==> config.mk <==
export PLATFORM = sky130hd
export DESIGN_NAME = reg_scoreboard
export DESIGN_NICKNAME = d
export VERILOG_FILES = /design/src/rtl/reg_scoreboard.sv
export SDC_FILE = /design/constraint.sdc
export NUM_CORES = 1
export LEC_CHECK = 0
export ABC_AREA = 0
export CAP_MARGIN = 15
export CELL_PAD_IN_SITES_DETAIL_PLACEMENT = 1
export CELL_PAD_IN_SITES_GLOBAL_PLACEMENT = 2
export CORE_MARGIN = 2
export CORE_UTILIZATION = 18
export CTS_CLUSTER_SIZE = 10
export DETAILED_ROUTE_END_ITERATION = 10
export GPL_ROUTABILITY_DRIVEN = 0
export PLACE_DENSITY_LB_ADDON = 0.3
export SYNTH_ARGS = -nofsm -noshare
export SYNTH_HDL_FRONTEND = slang
export SYNTH_SLANG_ARGS = --single-unit
==> constraint.sdc <==
create_clock -name clk -period 3.7 [get_ports clk]
set_input_delay 0.74 -clock clk [delete_from_list [all_inputs] [get_ports clk]]
set_output_delay 0.74 -clock clk [all_outputs]
set_load 0.03 [all_outputs]
==> src/rtl/reg_scoreboard.sv <==
// reg_scoreboard: register scoreboard and operand forwarding for an in-order pipeline.
// Tracks the destination register of each in-flight stage (entry 0 = execute,
// entry DEPTH-1 = writeback). It resolves source operands from the youngest
// producer, or from the register file, and stalls issue while a producer's
// result does not yet exist.
// Ports:
//   clk, rst                  clock, synchronous active-high reset
//   advance, flush            pipeline move / kill youngest FLUSH_DEPTH entries
//   issue_valid/rd/lat        instruction presented by decode
//   stage_value               per-stage result values, slice k = entry k
//   rs_en/rs_addr/rf_data     per-port lookup request and register-file data
//   rs_data/rs_fwd            resolved operand and forwarded flag per port
//   stall, issue_accept       hazard stall / issue entering entry 0
//   stall_count               saturating count of stall cycles
module reg_scoreboard #(
  parameter int unsigned ADDR_W      = 5,
  parameter int unsigned DATA_W      = 32,
  parameter int unsigned DEPTH       = 3,
  parameter int unsigned READ_PORTS  = 2,
  parameter int unsigned FLUSH_DEPTH = 1,
  parameter int unsigned LAT_W       = (DEPTH > 1) ? $clog2(DEPTH) : 1
) (
  input  logic                         clk,
  input  logic                         rst,
  input  logic                         advance,
  input  logic                         flush,
  input  logic                         issue_valid,
  input  logic [ADDR_W-1:0]            issue_rd,
  input  logic [LAT_W-1:0]             issue_lat,
  input  logic [DEPTH*DATA_W-1:0]      stage_value,
  input  logic [READ_PORTS-1:0]        rs_en,
  input  logic [READ_PORTS*ADDR_W-1:0] rs_addr,
  input  logic [READ_PORTS*DATA_W-1:0] rf_data,
  output logic [READ_PORTS*DATA_W-1:0] rs_data,
  output logic [READ_PORTS-1:0]        rs_fwd,
  output logic                         stall,
  output logic                         issue_accept,
  output logic [15:0]                  stall_count
);

  logic [DEPTH-1:0]             live_q, live_d;
  logic [DEPTH-1:0][ADDR_W-1:0] rd_q, rd_d;
  logic [DEPTH-1:0][LAT_W-1:0]  lat_q, lat_d;
  logic [15:0]                  stall_count_q, stall_count_d;

  // Lookups see an empty scoreboard while reset is asserted.
  logic [DEPTH-1:0]  live_eff;
  logic              hit, hit_rdy;
  logic [DATA_W-1:0] hit_val;
  logic              stall_c;

  assign live_eff = live_q & ~{DEPTH{rst}};

  always_comb begin
    rs_data = rf_data;
    rs_fwd  = '0;
    stall_c = 1'b0;
    hit     = 1'b0;
    hit_rdy = 1'b0;
    hit_val = '0;
    for (int p = 0; p < int'(READ_PORTS); p++) begin
      hit     = 1'b0;
      hit_rdy = 1'b0;
      hit_val = '0;
      // Scan oldest to youngest so the lowest-index (youngest) match wins.
      for (int k = int'(DEPTH) - 1; k >= 0; k--) begin
        if (live_eff[k] && (rd_q[k] == rs_addr[p*ADDR_W +: ADDR_W])) begin
          hit     = 1'b1;
          // A latency beyond the last entry can never satisfy k >= lat.
          hit_rdy = (k >= int'(lat_q[k]));
          hit_val = stage_value[k*DATA_W +: DATA_W];
        end
      end
      if (rs_en[p] && (rs_addr[p*ADDR_W +: ADDR_W] != '0) && hit) begin
        if (hit_rdy) begin
          rs_data[p*DATA_W +: DATA_W] = hit_val;
          rs_fwd[p]                   = 1'b1;
        end else begin
          stall_c = 1'b1;
        end
      end
    end
  end

  assign stall        = stall_c;
  assign issue_accept = issue_valid & advance & ~stall_c & ~flush;
  assign stall_count  = stall_count_q;

  always_comb begin
    live_d = live_q;
    rd_d   = rd_q;
    lat_d  = lat_q;
    if (advance) begin
      for (int k = int'(DEPTH) - 1; k >= 1; k--) begin
        live_d[k] = live_q[k-1];
        rd_d[k]   = rd_q[k-1];
        lat_d[k]  = lat_q[k-1];
      end
      // x0 is never tracked; it always reads from the register file.
      live_d[0] = issue_accept && (issue_rd != '0);
      rd_d[0]   = issue_rd;
      lat_d[0]  = issue_lat;
    end
    if (flush) begin
      for (int k = 0; k < int'(DEPTH); k++) begin
        if (k < int'(FLUSH_DEPTH)) begin
          live_d[k] = 1'b0;
        end
      end
    end
  end

  always_comb begin
    stall_count_d = stall_count_q;
    if (stall_c && (stall_count_q != 16'hFFFF)) begin
      stall_count_d = stall_count_q + 16'd1;
    end
  end

  always_ff @(posedge clk) begin
    if (rst) begin
      live_q        <= '0;
      stall_count_q <= '0;
    end else begin
      live_q        <= live_d;
      stall_count_q <= stall_count_d;
    end
    rd_q  <= rd_d;
    lat_q <= lat_d;
  end

endmodule

; ---- After elaboration in Yosys (flattened, before gate mapping)
; Index checks and enable logic that the tools add are counted.
[word_totals]
ff_bits = 40
elab_cells = 73
in_bits = 184
[classes]
reduce_logical = 16
n_bitwise = 7
addsub = 1
order_cmp = 3
muxes = 30
eq_ne = 7
[op_table]
columns = operator, count
row1 = $mux W32, 10
row2 = $eq A5 B5 Y1, 6
row3 = $mux W1, 20
row4 = $add A16 B1 Y16 const B, 1
row5 = $ne A16 B16 Y1 const B, 1
row6 = $reduce_bool A5 Y1, 3
row7 = $logic_and A1 B1 Y1, 12
row8 = $ge A1 B2 Y1 const A, 2
row9 = $and A1 B1 Y1, 3
row10 = $and A3 B3 Y3, 1
row11 = $not A3 Y3, 1
row12 = $ge A2 B2 Y1 const A, 1
row13 = $not A1 Y1, 2
row14 = $reduce_or A2 Y1, 1

; ---- Logic depth before layout (Yosys ltp)
[logic_depth]
depth_word = 14
mapped_depth = 10
ltp_nobuf = 8

; ---- Worst setup path before layout
; No wires, ideal clock.
[synth_path]
path_kind = input -> output
startpoint = input port rs_addr[9]
endpoint = output port rs_data[56]
cell_stages = 8
t_required_ps = 2960
path_slack_ps = 110
arrival_time_ps = 2850
cell_sequence = xor2_1 > nor4_1 > nand3_1 > a31oi_1 > nand2_1 > buf_2 > clkbuf_1 > o21ai_0
[synth_via]
elab_chain_cells = 7
[synth_rtl]
columns = element, line_no
row1 = start: declaration, 32  ; input logic [READ_PORTS*ADDR_W-1:0] rs_addr,
row2 = $eq A5 B5 Y1, 67  ; if (live_eff[k] && (rd_q[k] == rs_addr[p*ADDR_W +: ADDR_W])) begin
row3 = $logic_and A1 B1 Y1, 67
row4 = $mux W32 or $mux W1 (tied branches) (3 in series), 67
row5 = $mux W32 or $logic_and A1 B1 Y1 (tied branches), "75, 74"
row6 = $mux W32 *, 74  ; if (rs_en[p] && (rs_addr[p*ADDR_W +: ADDR_W] != '0) && hit) begin
row7 = end: declaration, 34  ; output logic [READ_PORTS*DATA_W-1:0] rs_data,
; Mark *: on every way between the ends. The rest lies on a longest branch, timed or not.

; ---- Worst setup path in the final report
[layout_path]
startpoint = input port rs_addr[8]
endpoint = output port rs_data[44]
; Same word-level chain as after synthesis.

==> out/results.txt <==
The flow ran to the end, and the final reports show no timing, DRC or antenna violations. The initial utilization of the core area, before any placement, comes to 18.2%. The worst path in the final design needs a cycle of 3.63 ns, including I/O delays and setup. The repair_antennas step left the layout with diodes totalling 0. Measured along the y axis, the die boundary spans 152 µm. The tightest hold path in the finished design has a slack of 0.454 ns. edfxtp_1 takes more of the synthesized area than any other cell. Of the total synthesized cell area, the portion taken by AND, OR, NAND and NOR gates is 17.3%. The endpoint arrival time on the critical path is 2.89 ns.

The synthesized design devotes to its leading area cell type 16.0% of total area. Clock-pin slew was measured on the worst setup and hold paths at 0.06 ns. The fraction of the cycle the final worst path needs is 98.0%. The number of storage elements in the synthesis netlist works out to 40. For this run the aggregate overflow at the end of global routing stands at 0.

The number of antenna violations at the first check in global routing came out at 0. The run gives 5723 as the via count of the first global-routing pass. Between clock sinks in the finished design, the worst skew comes to 0.00181 ns. VDD sags by at most 0.308 mV. Counting along the longest clock path gives a buffer depth of 2.

The cell that appears most often on the critical path is buf_4. The number of rows created at floorplan was 54; the horizontal extent of the die was 152 µm. In this design, the stage delay of the slowest critical-path cell is 0.42 ns. At the pin with the least slew margin, the transition time is 0.544 ns. A synthesized cell averages 7.87 µm². Synthesis produced 501 cells. Clock tree synthesis found a total of 40 sinks.

The count of endpoints failing hold in the final timing report is 0. The post-synthesis xor/xnor area fraction was 7.55%; the worst-case headroom to the max-slew limit was 63.3%. For the worst-skew pair, the clock arrives at the later sink with an insertion delay of 0.29 ns. The final cell count without fillers is 1086, and the post-detailed-placement half-perimeter wirelength is 16100 µm.

The number of vias per cell works out to 4.78. Leaving out fill and tap cells, the most frequent cell in the layout is clkdlybuf4s50_1. The synthesized netlist devotes 32.3% of its cell area to compound gates. The logs give 0 for the count of maximum capacitance violations and 4 for the count of TritonRoute iterations in the first routing pass. In this run the worst path has a maximum fanout of 15. The floorplan core area is 21700 µm², and the DRC violation count after routing is 0. Number of buffers inserted by port buffering: 267. In this run the static leakage power is 0.00301 µW. The fraction of layout cells with a size suffix above 1 is 30.0%, and the slack of the worst reg-to-reg path is 0.97 ns. The run gives 0 as the number of setup violations in the final report. The nature of the critical path endpoint was a primary output. The proportion of synthesized flip-flops having asynchronous set or reset is 0%, and the CTS buffer count is 5. The layout-stage area growth over the synthesis result was 99.7%. The H-tree was split into 2 levels.

Summing over every cut layer, the via total after detailed routing is 5194. Multiplexer cells account for 11.3% of the synthesized area. Traced cell by cell, the critical path runs through dlygate4sd2_1 > buf_4 > xnor2_2 > nand2_1 > or4_4 > o311a_1 > nor2_2 > nand2_4 > bufbuf_16 > nand2_2 > o31ai_4 > buf_4. The synthesized-area fraction occupied by adder cells works out to 0.317%.

The sequential area share after synthesis is 25.6%. The path class of the tightest hold or removal check is reg -> reg. The first-iteration detailed-routing DRC count came out at 213. For this design, the slowest cell found on the critical path is or4_4. The tools report the total of warnings raised by yosys as 0. Maximum number of pins on one net before global-route repair: 33.

Dominant combinational cell family by area after synthesis: compound AO/OA/AOI/OAI gates. In the final routed layout, each cell accounts on average for 19.5 µm. The routed wire length was 21200 µm. Startpoint class of the critical path: an input port. The number of enable flip-flop cells after synthesis is 21. The floorplan step defined a die boundary enclosing 23100 µm². By startpoint and endpoint, the worst setup path is classified as in -> out. Overall routing resource usage: 17.6%. In this run, placement finished with an instance count of 1070. TritonCTS built the clock tree. In the layout the commonest cells are 188 x clkdlybuf4s50_1, 95 x buf_4, 67 x nand2_1. Among all flip-flop cells after synthesis, the most frequent one is edfxtp_1. Setup repair after global routing could not meet its margin everywhere. Data on the critical path is required at its endpoint by 2.96 ns.

The mapped netlist covers 3940 µm². The tools report the number of max-slew violations in the final report as 0. The number of different library cells used by synthesis comes to 47. Number of nets still failing antenna checks after routing: 0.

The power density normalized to cell area was 186 nW/µm². For the number of I/O pins, the log shows 268. The cell sitting at the root of the clock tree is a clkbuf_16. For the number of nets in the layout, the log shows 990.

Timing would allow up to 276 MHz. Yosys attributes the largest share of cell area to edfxtp_1 16%, o21ai_0 11%, dfxtp_1 9.6%, mux2_2 9.1%, a221o_1 7.4%. The number of nets handed over by synthesis was 686. The first global-routing pass estimated 32800 µm of wire.
registers in the layout, indices dropped and copies added, names as in the netlist:
register / count
stall_count: 16
rd_q: 15
lat_q: 6
live_q: 3
stage by stage:
step | setup slack [ns] | cell area, µm² | power (µW) | setup TNS (ns) | util [%]
final | 0.0728 | 7880 | 1460 | 0 | 36.3
after global routing | -0.0373 | 7880 | 1520 | -0.131 | 36.3
after CTS | -0.00649 | 7720 | 1470 | -0.00649 | 35.6
after detailed placement | -0.753 | 7360 | 994 | -30.21 | 33.9
after global placement | -0.728 | 7360 | 985 | -30.50 | 33.9
after floorplan | 0.110 | 3940 | 663 | 0 | -
final cells by class:
type / instances / area, µm²
Timing Repair Buffer: 338 / 3300
Multi-Input combinational cell: 408 / 3020
Clock buffer: 8 / 156
Inverter: 12 / 45.0
Sequential cell: 40 / 1010
Tap cell: 280 / 350
Fill cell: 2547 / 13800
cell usage after synthesis, types with 4 or more instances:
| master | n |
|---|---|
| xor2_1 | 23 |
| xnor2_1 | 11 |
| a21oi_1 | 12 |
| nand2b_1 | 4 |
| clkbuf_1 | 31 |
| a21o_1 | 5 |
| nor2_1 | 26 |
| inv_1 | 12 |
| nor2b_1 | 5 |
| dfxtp_1 | 19 |
| mux2_2 | 32 |
| and3_1 | 8 |
| edfxtp_1 | 21 |
| a221o_1 | 29 |
| nand2_1 | 69 |
| nor3_1 | 6 |
| buf_2 | 8 |
| nand3_1 | 13 |
| a22oi_1 | 27 |
| o21ai_0 | 89 |
| mux2i_1 | 5 |
| a221oi_1 | 8 |
| or4_1 | 4 |
final timing paths:
kind	from	end	cells after the start
worst min register to register	lat_q[2]$_DFFE_PP_	lat_q[4]$_DFFE_PP_	0
worst max-delay path	rs_addr[8]	rs_data[44]	12
worst max register to register	rd_q[5]$_DFFE_PP_	stall_count[10]$_SDFFE_PP0P_	11
worst min-delay path	lat_q[2]$_DFFE_PP_	lat_q[4]$_DFFE_PP_	0
critical path, delay by kind of cell:
kind,cells,cell delay (ns)
buffers and inverters,4,0.90
and+or+nand+nor,5,0.89
AOI/OAI and AO/OA,2,0.22
xor gates and xnor gates,1,0.12
metal layers:
metal	global-route usage [%]	share of wire, %	vias up
met1	20.3	40	2504
li1	-	-	2486
met4	4.05	1.6	0
met2	33.9	54	186
met3	2.77	4.5	18
met5	0	0	-
cells by family after synthesis:
| logic type | Yosys count |
|---|---|
| adders and majority gates | 1 |
| xor gates and xnor gates | 34 |
| DFF | 40 |
| AOI/OAI and AO/OA | 185 |
| buffers and inverters | 53 |
| and+or+nand+nor | 148 |
| muxes | 40 |
what timing repair did:
action,CTS,global route
resized for setup,210,60
gates cloned,4,0
setup endpoints to repair,68,63
pin swaps,13,18
hold buffers,0,0
buffers inserted,4,2
power breakdown:
| group | switching, µW | total (µW) | internal [µW] |
|---|---|---|---|
| clock | 173 | 460 | 287 |
| combinational | 215 | 497 | 282 |
| sequential | 17.7 | 505 | 488 |
| total | 405 | 1460 | 1060 |
No activity file was read; power rests on OpenSTA's default activity.
